### src/rtl/uart_tx_param.sv
// Parametrised UART transmitter with a small transmit FIFO in front of the shifter.
// Frames go out LSB-first, back-to-back, with optional parity and one or two stop bits.
//
// state    | meaning
// ---------+--------------------------------------------------------------
// ST_IDLE  | line idle high, waiting for the FIFO to become non-empty
// ST_START | start bit (low) for CLKS_PER_BIT cycles
// ST_DATA  | DATA_W data bits, LSB first, one per CLKS_PER_BIT cycles
// ST_PARITY| single parity bit captured when the word was popped
// ST_STOP  | STOP_BITS stop bits high; reloads directly into ST_START
module uart_tx_param #(
   parameter int CLKS_PER_BIT = 868,
   parameter int DATA_W       = 8,
   parameter int PARITY       = 0,
   parameter int STOP_BITS    = 1,
   parameter int FIFO_DEPTH   = 4
) (
   input  logic              clock,
   input  logic              reset_n,
   input  logic              tx_start,
   input  logic [DATA_W-1:0] tx_DATA,
   output logic              tx_ready,
   output logic              txd,
   output logic              tx_busy,
   output logic              tx_done,
   output logic              tx_overflow
);

   localparam int BAUD_W = $clog2(CLKS_PER_BIT);
   localparam int BIT_W  = $clog2(DATA_W + 1);
   localparam int AW     = $clog2(FIFO_DEPTH);
   localparam int CNT_W  = AW + 1;

   localparam logic [BAUD_W-1:0] BAUD_LAST = BAUD_W'(CLKS_PER_BIT - 1);
   localparam logic [BAUD_W-1:0] BAUD_PRE  = BAUD_W'(CLKS_PER_BIT - 2);
   localparam logic [BIT_W-1:0]  BIT_LAST  = BIT_W'(DATA_W - 1);
   localparam logic [BIT_W-1:0]  STOP_LAST = BIT_W'(STOP_BITS - 1);

   typedef enum logic [2:0] {
      ST_IDLE,
      ST_START,
      ST_DATA,
      ST_PARITY,
      ST_STOP
   } state_t;

   logic [DATA_W-1:0] mem [FIFO_DEPTH];
   logic [AW-1:0]     wr_ptr_q;
   logic [AW-1:0]     rd_ptr_q;
   logic [CNT_W-1:0]  count_q;
   logic              full;
   logic              empty;
   logic              wr_en;
   logic              pop;
   logic [DATA_W-1:0] head;
   logic              overflow_q;

   state_t            state_q, state_d;
   logic [DATA_W-1:0] shift_q, shift_d;
   logic              par_q, par_d;
   logic [BAUD_W-1:0] baud_q, baud_d;
   logic [BIT_W-1:0]  bit_q, bit_d;
   logic              txd_q, txd_d;
   logic              done_q, done_d;
   logic              baud_last;
   logic              load;

   assign full  = (count_q == CNT_W'(FIFO_DEPTH));
   assign empty = (count_q == '0);
   assign wr_en = tx_start & ~full;
   assign head  = mem[rd_ptr_q];
   assign pop   = load;

   always_ff @(posedge clock) begin
      if (wr_en) begin
         mem[wr_ptr_q] <= tx_DATA;
      end
   end

   // A simultaneous push and pop leaves the occupancy unchanged.
   always_ff @(posedge clock or negedge reset_n) begin
      if (!reset_n) begin
         wr_ptr_q   <= '0;
         rd_ptr_q   <= '0;
         count_q    <= '0;
         overflow_q <= 1'b0;
      end else begin
         overflow_q <= tx_start & full;
         if (wr_en) begin
            wr_ptr_q <= wr_ptr_q + 1'b1;
         end
         if (pop) begin
            rd_ptr_q <= rd_ptr_q + 1'b1;
         end
         case ({wr_en, pop})
            2'b10:   count_q <= count_q + 1'b1;
            2'b01:   count_q <= count_q - 1'b1;
            default: count_q <= count_q;
         endcase
      end
   end

   always_ff @(posedge clock or negedge reset_n) begin
      if (!reset_n) begin
         state_q <= ST_IDLE;
         shift_q <= '0;
         par_q   <= 1'b0;
         baud_q  <= '0;
         bit_q   <= '0;
         txd_q   <= 1'b1;
         done_q  <= 1'b0;
      end else begin
         state_q <= state_d;
         shift_q <= shift_d;
         par_q   <= par_d;
         baud_q  <= baud_d;
         bit_q   <= bit_d;
         txd_q   <= txd_d;
         done_q  <= done_d;
      end
   end

   assign baud_last = (baud_q == BAUD_LAST);

   always_comb begin
      state_d = state_q;
      shift_d = shift_q;
      par_d   = par_q;
      bit_d   = bit_q;
      txd_d   = txd_q;
      done_d  = 1'b0;
      load    = 1'b0;
      baud_d  = (state_q == ST_IDLE || baud_last) ? '0 : baud_q + 1'b1;

      case (state_q)
         ST_IDLE: begin
            if (!empty) begin
               load = 1'b1;
            end
         end
         ST_START: begin
            if (baud_last) begin
               state_d = ST_DATA;
               txd_d   = shift_q[0];
               shift_d = shift_q >> 1;
               bit_d   = '0;
            end
         end
         ST_DATA: begin
            if (baud_last) begin
               if (bit_q == BIT_LAST) begin
                  bit_d = '0;
                  if (PARITY != 0) begin
                     state_d = ST_PARITY;
                     txd_d   = par_q;
                  end else begin
                     state_d = ST_STOP;
                     txd_d   = 1'b1;
                  end
               end else begin
                  bit_d   = bit_q + 1'b1;
                  txd_d   = shift_q[0];
                  shift_d = shift_q >> 1;
               end
            end
         end
         ST_PARITY: begin
            if (baud_last) begin
               state_d = ST_STOP;
               txd_d   = 1'b1;
               bit_d   = '0;
            end
         end
         ST_STOP: begin
            // Registered one cycle early so the pulse covers the final stop-bit cycle.
            if (bit_q == STOP_LAST && baud_q == BAUD_PRE) begin
               done_d = 1'b1;
            end
            if (baud_last) begin
               if (bit_q == STOP_LAST) begin
                  if (!empty) begin
                     load = 1'b1;
                  end else begin
                     state_d = ST_IDLE;
                  end
               end else begin
                  bit_d = bit_q + 1'b1;
               end
            end
         end
         default: begin
            state_d = ST_IDLE;
            txd_d   = 1'b1;
         end
      endcase

      if (load) begin
         state_d = ST_START;
         shift_d = head;
         par_d   = (PARITY == 1) ? ~(^head) : ^head;
         bit_d   = '0;
         baud_d  = '0;
         txd_d   = 1'b0;
      end
   end

   assign txd         = txd_q;
   assign tx_done     = done_q;
   assign tx_overflow = overflow_q;
   assign tx_busy     = (state_q != ST_IDLE);
   assign tx_ready    = ~full;

endmodule
### config.mk
export PLATFORM = sky130hd
export DESIGN_NAME = uart_tx_param
export DESIGN_NICKNAME = d
export VERILOG_FILES = /design/src/rtl/uart_tx_param.sv
export SDC_FILE = /design/constraint.sdc
export NUM_CORES = 1
export LEC_CHECK = 0
export ABC_AREA = 0
export BUFFER_PORTS_ARGS = -buffer_cell sky130_fd_sc_hd__buf_2
export CELL_PAD_IN_SITES_DETAIL_PLACEMENT = 0
export CELL_PAD_IN_SITES_GLOBAL_PLACEMENT = 1
export CORE_MARGIN = 2
export CORE_UTILIZATION = 40
export DETAILED_ROUTE_END_ITERATION = 10
export PLACE_DENSITY_LB_ADDON = 0.1
export SYNTH_ARGS = -nofsm -noshare
export SYNTH_HDL_FRONTEND = slang
export SYNTH_SLANG_ARGS = --single-unit
### constraint.sdc
create_clock -name clock -period 3 [get_ports clock]
set_input_delay 0.15 -clock clock [delete_from_list [all_inputs] [get_ports clock]]
set_output_delay 0.15 -clock clock [all_outputs]
set_load 0.01 [all_outputs]
-- Yosys cells after proc, flatten, opt, wreduce, memory -nomap -nowiden
Memories as Yosys holds them, arrays and structs flattened.
Cells that the tools add are included.
- register bits after elaboration: 35
- bits in writable memories: 32
- bits of input ports: 11
- output and inout bits: 5
- memories: 1
- add/subtract/negate cells: 6
- equality and inequality tests: 22
- multiplexer cells: 38
- bitwise operators: 3
- reductions and logical operators: 15
- memories (name ; depth ; width ; rd ports ; clocked after memory_dff ; write ports ; line ; text):
    mem ; 4 ; 8 ; 1 ; 0 ; 1 ; 47 ; logic [DATA_W-1:0] mem [FIFO_DEPTH];
- operator list (kind ; number):
    $mux 8 ; 4
    $ne 3x3->1 const B ; 9
    $mux 3 ; 8
    $mux 4 ; 6
    $eq 10x10->1 const B ; 2
    $mux 10 ; 2
    $pmux 8 s2 ; 1
    $pmux 3 s5 ; 1
    $mux 1 ; 12
    $pmux 4 s3 ; 1
    $add 10x1->10 const B ; 1
    $reduce_and 4->1 ; 2
    $reduce_and 8->1 ; 1
    $eq 3x2->1 const B ; 2
    $eq 3x3->1 const B ; 2
    $logic_not 3->1 ; 2
    $pmux 3 s2 ; 1
    $reduce_bool 3->1 ; 2
    $reduce_and 5->1 ; 1
    $add 2x1->2 const B ; 2
    $add 4x1->4 const B ; 1
    $eq 4x3->1 const B ; 1
    $logic_not 4->1 ; 1
    $pmux 1 s4 ; 1
    other kinds (16) ; 18

-- Longest topological paths before layout
Gate-level depths: netlist of run 1.
- depth after elaboration: 7
- gate-level depth with buffers: 13
- depth with buffers taken out: 12

-- Worst setup path after synthesis of run 1
OpenSTA, ideal clock, no wires.
- path kind: register to register
- start point: register bit_q[0]
- end point: register count_q[2]
- setup time: 79 ps
- data arrival time: 2652 ps
- setup slack: 268 ps
- cell stages (with the launch flop): 14
- cells stage by stage: dfrtp_1 -> inv_1 -> ha_1 -> or3b_2 -> nor3_2 -> a21oi_4 -> inv_4 -> buf_2 -> ha_1 -> inv_1 -> fa_1 -> xor2_1 -> nor2_1 -> xor2_1
- cells in the longest elaborated chain, start to end: 6
- elaborated cells between the ends (all ways): 8
- ends and longest elaborated chain (item ; line ; text):
    from (decl) ; 62 ; logic [BIT_W-1:0] bit_q, bit_d;
    from (signal assigned) ; 117 ; bit_q <= bit_d;
    $logic_not 4->1 (*) ; 180 ; if (bit_q == STOP_LAST) begin
    $mux 1 (*) ; 180 ;
    $mux 1 (*) ; 179 ; if (baud_last) begin
    $pmux 1 s2 (*) ; 135 ; case (state_q)
    via load ; 66 ; logic load;
    $eq 2x1->1 or $eq 2x2->1 (tied branches) ; 95 ; case ({wr_en, pop})
    $pmux 3 s2 or $reduce_bool 2->1 (tied branches) ; - ;
    to (signal assigned) ; 96 ; 2'b10: count_q <= count_q + 1'b1;
    to (signal assigned) ; 97 ; 2'b01: count_q <= count_q - 1'b1;
    to (signal assigned) ; 98 ; default: count_q <= count_q;
    to (decl) ; 50 ; logic [CNT_W-1:0] count_q;
The timed path passes the listed nets; every way through them passes the cells marked *.
A chain may end at the register's enable or synchronous reset.

-- Worst setup path in the final report of run 1
- start point: register bit_q[0]
- end point: register count_q[2]
- cells in the longest elaborated chain, start to end: 6
- elaborated cells between the ends (all ways): 8
- ends and longest elaborated chain (item ; line):
    $logic_not 4->1 (*) ; 180
    $mux 1 (*) ; 180
    $mux 1 (*) ; 179
    $pmux 1 s2 (*) ; 135
    $eq 2x1->1 or $eq 2x2->1 (tied branches) ; 95
    $pmux 3 s2 or $reduce_bool 2->1 (tied branches) ; -
Mark *: on every way between the ends. The rest lies on a longest branch, timed or not.

==> results of run 1 <==
[critical path: stages, from the launching register on]
cell	delay [ns]
dfrtp_1	0.41
inv_1	0.09
ha_1	0.13
or3b_2	0.50
nor3_2	0.24
a21oi_4	0.13
inv_4	0.06
ha_1	0.16
inv_1	0.06
fa_1	0.37
xor2_1	0.15
nor2_1	0.11
xor2_1	0.14
[state kept, by name, indices dropped and copies added (netlist names)]
name and count:
rd_ptr_q 2, count_q 3, mem 32, tx_done 1, txd 1, bit_q 4
tx_overflow 1, shift_q 8, state_q 3, baud_q 10, wr_ptr_q 2
[logic make-up (layout without fill, tap and decap cells)]
kind of cell               Yosys count  after routing  synth area share (%)
and+or+nand+nor                     73             73                 13.26
adders and majority gates           10             10                 4.351
muxes                               16             16                 8.580
xor gates and xnor gates            14             14                 4.023
AOI/OAI and AO/OA                   30             30                 7.020
DFF                                 67             67                 60.30
buffers and inverters               17             53                 2.463
[through the flow]
step                worst slack [ns]  total power, W  util [%]  std cells
floorplan                     0.2684        0.001964         -        227
global placement              0.4156        0.002165     44.22        339
detailed placement            0.3764        0.002180     44.22        339
CTS                           0.3542        0.002997     48.01        362
global route                  0.1711        0.003147     48.01        362
finish                        0.3742        0.002931     48.01        362
[cell type report]
| type | instances | area (um^2) | share of cell area (%) |
|---|---|---|---|
| clock buffers | 9 | 123.9 | 3.519 |
| clock inverters | 7 | 83.83 | 2.382 |
| inverters | 12 | 47.55 | 1.351 |
| multi-input cells | 143 | 1135 | 32.24 |
| flip-flops and latches | 67 | 1838 | 52.22 |
| well taps | 99 | 123.9 | 3.519 |
| repair buffers | 25 | 167.7 | 4.764 |
[power by group through the flow]
stage                     Combinational [W]  Sequential, W  Clock [W]
final                              0.000710        0.00143   0.000788
after global routing               0.000813        0.00147   0.000864
after CTS                          0.000732        0.00144   0.000825
after detailed placement           0.000724        0.00146          0
after global placement             0.000714        0.00145          0
after floorplan                    0.000621        0.00134          0
[per-layer routing]
| layer | vias to the layer above | routed length [um] | GRT usage (%) |
|---|---|---|---|
| met5 | - | 0 | 0 |
| met4 | 0 | 55 | 5.303 |
| met3 | 4 | 135 | 5.477 |
| met2 | 23 | 2807 | 25.19 |
| met1 | 946 | 2482 | 17.73 |
| li1 | 879 | - | - |
[final timing paths]
kind | cells past startpoint | slack, ns | to
min in group asynchronous | 2 | 0.42 | baud_q[8]$_DFF_PN0_
max | 12 | 0.37 | count_q[2]$_DFFE_PN0P_
max reg2reg | 12 | 0.37 | count_q[2]$_DFFE_PN0P_
min reg2reg | 1 | 0.49 | txd$_DFFE_PN1P_
max in group asynchronous | 2 | 2.09 | bit_q[0]$_DFFE_PN0P_
min | 1 | 0.03 | mem[2][1]$_DFFE_PP_
[cell usage in the layout, fill, tap and decap left out, types with 2 or more instances in the layout]
cell type      synthesis  routed
xnor2_1                9       9
nor2b_1                3       3
and3_1                 8       8
o211ai_1               2       2
clkbuf_8               0       9
dfrtp_1               34      34
nor3_1                 4       4
buf_2                  1      15
dlygate4sd3_1          0       7
nand2b_1               4       4
nand2_1               21      21
inv_1                 11      11
nand3b_1               2       2
a22oi_1                2       2
nand3_1                4       4
mux4_2                 8       8
edfxtp_1              32      32
mux2i_1                7       7
clkinv_4               0       2
nor2_1                18      18
xor2_1                 5       5
o21ai_0                4       4
o21ai_1                8       8
ha_1                   9       9
buf_4                  0       3
inv_6                  0       2
==> impl_metrics.env, run 1 <==
export IMPL_cp_max_fo=5
export IMPL_ys_ff_latch=67
export IMPL_antenna_found_initial=0
export IMPL_core_area_mm2=0.007331
export IMPL_worstSetupPathType="reg -> reg"
export IMPL_postSynthCellCount=227
export IMPL_synth_avg_cell_area_um2=13.43
export IMPL_yosysSeqAreaShare_pct=60.30
export IMPL_nNetsFinal=279
export IMPL_clock_path_buffers=2
export IMPL_first_global_vias=1975
export IMPL_ys_warnings_count=0
export IMPL_worstSetupEndpointType="register"
export IMPL_first_pass_iters=4
export IMPL_grt_overflow_total=0
export IMPL_die_area_mm2=0.008334
export IMPL_worstPathRequired_ns=3.27
export IMPL_crit_reg2reg_launch="bit_q[0]$_DFFE_PN0P_"
export IMPL_critPathLaunch="bit_q[0]$_DFFE_PN0P_"
export IMPL_ctsRootBufferMaster="clkbuf_8"
export IMPL_p_seq_share_pct=48.9
export IMPL_htreeDepth=3
export IMPL_synthTopCellsByCount="34 x dfrtp_1, 32 x edfxtp_1, 21 x nand2_1, 18 x nor2_1, 11 x inv_1"
export IMPL_rows=31
export IMPL_fin_crit_ns=2.626
export IMPL_die_h_um=91.29
export IMPL_die_x_um=91.29
export IMPL_setup_viol=0
export IMPL_clk_latency_ns=0.34
export IMPL_routed_wl_um=5480
export IMPL_netlist_area_mm2=0.003048
export IMPL_n_fill_cell=683
export IMPL_grt_pass1_wl_um=9542
export IMPL_ir_worst_vdd_mv=0.3668
export IMPL_post_cts_setup_buffer_count=0
export IMPL_p_int_w=0.001963
export IMPL_areaGrowthSynthToFinish_pct=15.48
export IMPL_min_from="tx_DATA[1]"
export IMPL_wire_per_inst_um=15.14
export IMPL_holdCritPathClass="in -> reg"
export IMPL_track_usage_pct=15.00
export IMPL_rsz0062_at_grt="no"
export IMPL_post_cts_resized=0
export IMPL_dp_hpwl_um=3658
export IMPL_synth_fp_nets=248
export IMPL_maxCapViolations=0
export IMPL_routabilityCongestion=0.7660
export IMPL_p_leak_nw=1.374
export IMPL_ys_async_sr_fraction_pct=52.24
export IMPL_drt_antenna_violating_nets=0
export IMPL_synth_top_cell_by_area="edfxtp_1"
export IMPL_worst_pin_slew_ns=0.7745
export IMPL_max_freq_mhz=380.8
export IMPL_holdBufCountCts=7
export IMPL_whs_ns=0.02994
export IMPL_synth_area_leaders="edfxtp_1 32%, dfrtp_1 28%, mux4_2 5.9%"
export IMPL_switching_share_pct=33.03
export IMPL_n_antenna_cell=0
export IMPL_worstPathArrival_ns=2.89
export IMPL_via_per_inst=5.116
export IMPL_synthFlopType="dfrtp_1"
export IMPL_ios=16
export IMPL_finalSetupTns_ns=0
export IMPL_drv_slew=0
export IMPL_start_util_pct=41.58
export IMPL_yosysUniqueCellTypes=51
export IMPL_stdcell_area_mm2=0.003520
export IMPL_synth_edf_count=32
export IMPL_crit_path_start_kind="register"
export IMPL_hold_viol=0
export IMPL_comb_power_share_pct=24.2
export IMPL_clkSinkCount=67
export IMPL_period_share_pct=87.53
export IMPL_grt_max_degree=36
export IMPL_vias=1852
export IMPL_drive_above_1_share_pct=20.91
export IMPL_p_per_area_mw_per_mm2=832.8
export IMPL_p_sw_w=0.0009682
export IMPL_status="complete, no violations"
export IMPL_drc_errors=0
export IMPL_synth_most_common_cell="dfrtp_1"
export IMPL_cts_buffers=9
export IMPL_portBuffers=15
export IMPL_synth_top_area_share_pct=31.53
export IMPL_drt_initial_drc_count=73
export IMPL_max_slew_margin_pct=48.37
export IMPL_cts_tree="done"
export IMPL_place_area_mm2=0.003242
export IMPL_pwr_share_clk_pct=26.9
export IMPL_clock_skew_ns=0.01090
export IMPL_clk_pin_slew_ns=0.09
No activity file was read; power rests on OpenSTA's default activity.
==> run 2, diff against run 1 <==
Settings changed: CORE_UTILIZATION 40 to 30, CTS_CLUSTER_DIAMETER set to 120, GPL_TIMING_DRIVEN set to 1.
==> impl_metrics.env, run 2 (same netlist as run 1, synthesis figures left out) <==
export IMPL_regMostFlops="mem"
export IMPL_vias=1761
export IMPL_path_delay_family="simple AND/OR/NAND/NOR gates"
export IMPL_rr_worst_depth=12
export IMPL_hold_path_end="mem[1][4]$_DFFE_PP_"
export IMPL_dp_hpwl_um=3790
export IMPL_fin_crit_ns=2.644
export IMPL_ios=16
export IMPL_die_h_um=104.8
export IMPL_core_area_mm2=0.009819
export IMPL_hold_depth=1
export IMPL_pwr_share_clk_pct=27.0
export IMPL_max_freq_mhz=378.2
export IMPL_via_per_inst=4.515
export IMPL_portBuffers=15
export IMPL_crit_path_start_kind="register"
export IMPL_cts_tree="done"
export IMPL_final_common_cell="dfrtp_1"
export IMPL_ir_worst_vdd_mv=0.3337
export IMPL_clock_path_buffers=2
export IMPL_worstPathRequired_ns=3.26
export IMPL_final_core_util_pct=35.68
export IMPL_cts_buffers=9
export IMPL_antenna_found_initial=0
export IMPL_p_sw_w=0.0009687
export IMPL_post_cts_setup_buffer_count=0
export IMPL_crit_chain="inv_1, ha_1, or3b_2, nor3_2, a21oi_4, inv_4, ha_1, inv_1, fa_1, xor2_1, nor2_1, xor2_1"
export IMPL_rows=36
export IMPL_cp_max_fo=5
export IMPL_reg2reg_slack_ns=0.36
export IMPL_status="complete, no violations"
export IMPL_worstPathArrival_ns=2.91
export IMPL_clk_latency_ns=0.34
export IMPL_rsz0062_at_grt="no"
export IMPL_max_slew_margin_pct=46.07
export IMPL_clk_pin_slew_ns=0.08
export IMPL_slowest_delay_ns=0.50
export IMPL_worst_pin_slew_ns=0.8090
export IMPL_maxCapViolations=0
export IMPL_n_antenna_cell=0
export IMPL_final_seq_area_mm2=0.001838
export IMPL_final_cell_mix="34 x dfrtp_1, 32 x edfxtp_1, 21 x nand2_1"
export IMPL_period_share_pct=88.13
export IMPL_worstSetupEndpointType="register"
export IMPL_min_from="tx_DATA[4]"
export IMPL_ctsRootBufferMaster="clkbuf_8"
export IMPL_p_seq_share_pct=48.7
export IMPL_drive_above_1_share_pct=21.01
export IMPL_nNetsFinal=273
export IMPL_htreeDepth=3
export IMPL_routed_wl_um=5545
export IMPL_hold_viol=0
export IMPL_die_area_mm2=0.01098
export IMPL_multi_input_area_mm2=0.001135
export IMPL_grt_max_degree=36
export IMPL_drt_initial_drc_count=70
export IMPL_setup_viol=0
export IMPL_drc_errors=0
export IMPL_p_per_area_mw_per_mm2=835.7
export IMPL_routabilityCongestion=0.6975
export IMPL_p_leak_nw=1.344
export IMPL_switching_share_pct=33.08
export IMPL_die_x_um=104.8
export IMPL_wire_per_inst_um=14.22
export IMPL_n_fill_cell=1004
export IMPL_crit_reg2reg_launch="bit_q[0]$_DFFE_PN0P_"
export IMPL_post_cts_resized=0
export IMPL_first_pass_iters=4
export IMPL_worstSetupPathType="reg -> reg"
export IMPL_clkSinkCount=67
export IMPL_largest_reg_flops=32
export IMPL_crit_reg2reg_capture="count_q[2]$_DFFE_PN0P_"
export IMPL_grt_pass1_wl_um=9735
export IMPL_p_int_w=0.001959
export IMPL_start_util_pct=31.04
export IMPL_drt_antenna_violating_nets=0
export IMPL_cp_slowest_cell="or3b_2"
export IMPL_path_buf_inv=3
export IMPL_finalSetupTns_ns=0
export IMPL_areaGrowthSynthToFinish_pct=14.94
export IMPL_drv_slew=0
export IMPL_holdCritPathClass="in -> reg"
export IMPL_grt_overflow_total=0
export IMPL_largestRegisters="mem (32), baud_q (10), shift_q (8)"
export IMPL_comb_power_share_pct=24.3
export IMPL_first_global_vias=1872
export IMPL_clock_skew_ns=0.007280
export IMPL_track_usage_pct=11.34
[run 2: power by group through the flow]
| stage | clock [W] | combinational (W) | sequential, W |
|---|---|---|---|
| floorplan | 0 | 0.000621 | 0.00134 |
| global placement | 0 | 0.000732 | 0.00145 |
| detailed placement | 0 | 0.000731 | 0.00145 |
| CTS | 0.000821 | 0.000735 | 0.00144 |
| global route | 0.000871 | 0.000828 | 0.00147 |
| finish | 0.000791 | 0.000712 | 0.00143 |
[run 2: final cells by class]
type / count / share of cell area (%)
tap: 133 / 4.750
sequential: 67 / 52.46
clock inverter: 7 / 2.357
timing repair buffer: 19 / 3.143
clock buffer: 9 / 3.536
inverter: 12 / 1.357
multi-input combinational: 143 / 32.39
[run 2: what timing repair did]
item | in CTS | in global routing
endpoints found under the setup margin | 0 | 0
hold endpoints to repair | 34 | 3
hold buffers | 1 | 1
[run 2: worst max path at each step]
stage	startpoint	to	slack [ns]	cells past startpoint
finish	bit_q[0]$_DFFE_PN0P_	count_q[2]$_DFFE_PN0P_	0.36	12
detailed placement	bit_q[0]$_DFFE_PN0P_	count_q[2]$_DFFE_PN0P_	0.35	12
global placement	bit_q[0]$_DFFE_PN0P_	count_q[2]$_DFFE_PN0P_	0.39	12
global route	bit_q[0]$_DFFE_PN0P_	count_q[2]$_DFFE_PN0P_	0.19	12
CTS	bit_q[0]$_DFFE_PN0P_	count_q[2]$_DFFE_PN0P_	0.33	12
floorplan	bit_q[0]$_DFFE_PN0P_	count_q[2]$_DFFE_PN0P_	0.27	13
[run 2: stage by stage]
step                      worst slack (ns)  total power, W  cell area (um^2)  hold WS (ns)  instances
final                               0.3562        0.002928              3503       0.02455        390
after detailed placement            0.3460        0.002185              3277        0.3018        372
after global placement              0.3906        0.002184              3277        0.3025        372
after CTS                           0.3292        0.002992              3493      0.004292        389
after floorplan                     0.2684        0.001964              3048       -0.1456        227
after global routing                0.1858        0.003168              3503      0.005422        390
[run 2: worst register-to-register path, cell delays in order, from the launching register on]
cell and delay, ns:
dfrtp_1 0.41, inv_1 0.09, ha_1 0.13, or3b_2 0.50, nor3_2 0.24, a21oi_4 0.13, inv_4 0.07, ha_1 0.17
inv_1 0.06, fa_1 0.37, xor2_1 0.15, nor2_1 0.11, xor2_1 0.15
[run 2: routing by layer]
| layer | GRT usage, % | up-vias | share of wire [%] |
|---|---|---|---|
| met5 | 0 | - | 0 |
| met4 | 4.286 | 0 | 1.6 |
| met3 | 3.119 | 9 | 3.0 |
| met2 | 18.46 | 29 | 47 |
| met1 | 14.38 | 856 | 48 |
| li1 | - | 867 | - |
==> run 3, diff against run 2 <==
Settings changed: PLACE_DENSITY set to 0.49, PLACE_DENSITY_LB_ADDON 0.1 to not set.
==> impl_metrics.env, run 3 (same netlist as run 1, synthesis figures left out) <==
export IMPL_status="complete, no violations"
export IMPL_clk_pin_slew_ns=0.08
export IMPL_clock_skew_ns=0.01198
export IMPL_fin_crit_ns=2.634
export IMPL_routabilityCongestion=0.7017
export IMPL_period_share_pct=87.79
export IMPL_fin_cells=391
export IMPL_maxCapViolations=0
export IMPL_cts_buffers=9
export IMPL_wire_per_inst_um=14.34
export IMPL_cts_tree="done"
export IMPL_drt_initial_drc_count=40
export IMPL_rsz0062_at_grt="no"
export IMPL_grt_overflow_total=0
export IMPL_dp_cells=373
export IMPL_largestRegisters="mem (32), baud_q (10), shift_q (8)"
export IMPL_cp_max_fo=5
export IMPL_p_per_area_mw_per_mm2=852.0
export IMPL_start_util_pct=31.04
export IMPL_worstPathRequired_ns=3.27
export IMPL_rows=36
export IMPL_die_h_um=104.8
export IMPL_holdCritPathClass="in -> reg"
export IMPL_via_per_inst=4.509
export IMPL_n_antenna_cell=0
export IMPL_final_common_cell="dfrtp_1"
export IMPL_regMostFlops="mem"
export IMPL_first_global_vias=1876
export IMPL_multi_input_area_mm2=0.001135
export IMPL_worstSetupEndpointType="register"
export IMPL_clk_latency_ns=0.35
export IMPL_dp_hpwl_um=3789
export IMPL_n_fill_cell=1003
export IMPL_max_slew_margin_pct=45.76
export IMPL_ir_worst_vdd_mv=0.3296
export IMPL_crit_path_start_kind="register"
export IMPL_post_cts_setup_buffer_count=0
export IMPL_ios=16
export IMPL_largest_reg_flops=32
export IMPL_setup_slack_ns=0.3663
export IMPL_routed_wl_um=5608
export IMPL_setup_viol=0
export IMPL_nNetsFinal=274
export IMPL_htreeDepth=3
export IMPL_drv_slew=0
export IMPL_final_seq_area_mm2=0.001838
export IMPL_track_usage_pct=11.27
export IMPL_first_pass_iters=5
export IMPL_ctsRootBufferMaster="clkbuf_8"
export IMPL_finalSetupTns_ns=0
export IMPL_grt_pass1_wl_um=9515
export IMPL_final_cell_mix="34 x dfrtp_1, 32 x edfxtp_1, 21 x nand2_1"
export IMPL_die_area_mm2=0.01098
export IMPL_core_area_mm2=0.009819
export IMPL_portBuffers=15
export IMPL_drc_errors=0
export IMPL_p_total_w=0.003013
export IMPL_drt_antenna_violating_nets=0
export IMPL_vias=1763
export IMPL_clkSinkCount=67
export IMPL_worstSetupPathType="reg -> reg"
export IMPL_worst_pin_slew_ns=0.8135
export IMPL_grt_max_degree=36
export IMPL_p_leak_nw=1.365
export IMPL_die_x_um=104.8
export IMPL_areaGrowthSynthToFinish_pct=16.01
export IMPL_worstPathArrival_ns=2.90
export IMPL_clock_path_buffers=2
export IMPL_antenna_found_initial=0
export IMPL_max_freq_mhz=379.7
export IMPL_hold_viol=0
export IMPL_dp_slack_ns=0.3626
export IMPL_drive_above_1_share_pct=21.32
[run 3: changes by cell type in the layout (fill, tap and decap cells not counted)]
cell	delta
inv_8	+1
clkinv_4	-1
buf_4	+1
bufinv_16	+1
clkinvlp_4	-1
[run 3: final cells by class]
class	instances	share of cell area (%)
repair buffers	20	3.326
flip-flops and latches	67	51.98
clock inverters	7	3.043
multi-input cells	143	32.09
inverters	12	1.345
well taps	133	4.706
clock buffers	9	3.503
[run 3: worst max-delay path, cell delays in order, from the launching register on]
cell	delay [ns]
dfrtp_1	0.42
inv_1	0.10
ha_1	0.14
or3b_2	0.49
nor3_2	0.23
a21oi_4	0.13
inv_4	0.06
ha_1	0.16
inv_1	0.06
fa_1	0.37
xor2_1	0.15
nor2_1	0.11
xor2_1	0.14
[run 3: what timing repair did]
item | in CTS | in global routing
hold buffers | 2 | 0
setup endpoints to repair | 0 | 0
hold endpoints to repair | 38 | 0
resized for setup | 0 | 0
[run 3: through the flow]
step | util [%] | cell area [um^2] | hold slack, ns
floorplan | - | 3048 | -0.1456
global placement | 33.45 | 3284 | 0.3052
global route | 36.01 | 3536 | 0.008783
CTS | 36.01 | 3536 | 0.003392
finish | 36.01 | 3536 | 0.02390
detailed placement | 33.45 | 3284 | 0.3101
[run 3: final timing paths]
check | from | endpoint | slack [ns] | cells past startpoint
max in group asynchronous | reset_n | count_q[1]$_DFFE_PN0P_ | 2.05 | 2
worst min-delay path | tx_DATA[3] | mem[1][3]$_DFFE_PP_ | 0.02 | 1
min in group asynchronous | reset_n | baud_q[8]$_DFF_PN0_ | 0.42 | 2
worst max register to register | bit_q[0]$_DFFE_PN0P_ | count_q[2]$_DFFE_PN0P_ | 0.37 | 12
worst min register to register | txd$_DFFE_PN1P_ | txd$_DFFE_PN1P_ | 0.49 | 1
worst max-delay path | bit_q[0]$_DFFE_PN0P_ | count_q[2]$_DFFE_PN0P_ | 0.37 | 12
[run 3: routing by layer]
| layer | vias up | track usage [%] | wire, um |
|---|---|---|---|
| met3 | 6 | 2.620 | 177 |
| met1 | 858 | 14.22 | 2654 |
| met4 | 0 | 5.714 | 79 |
| met2 | 25 | 18.09 | 2696 |
| li1 | 874 | - | - |
| met5 | - | 0 | 0 |
[run 3: power by group]
group | switching (W) | internal, W | leakage [nW]
combinational | 0.000366 | 0.000350 | 0.513
sequential | 0.000212 | 0.00121 | 0.737
clock | 0.000387 | 0.000485 | 0.114
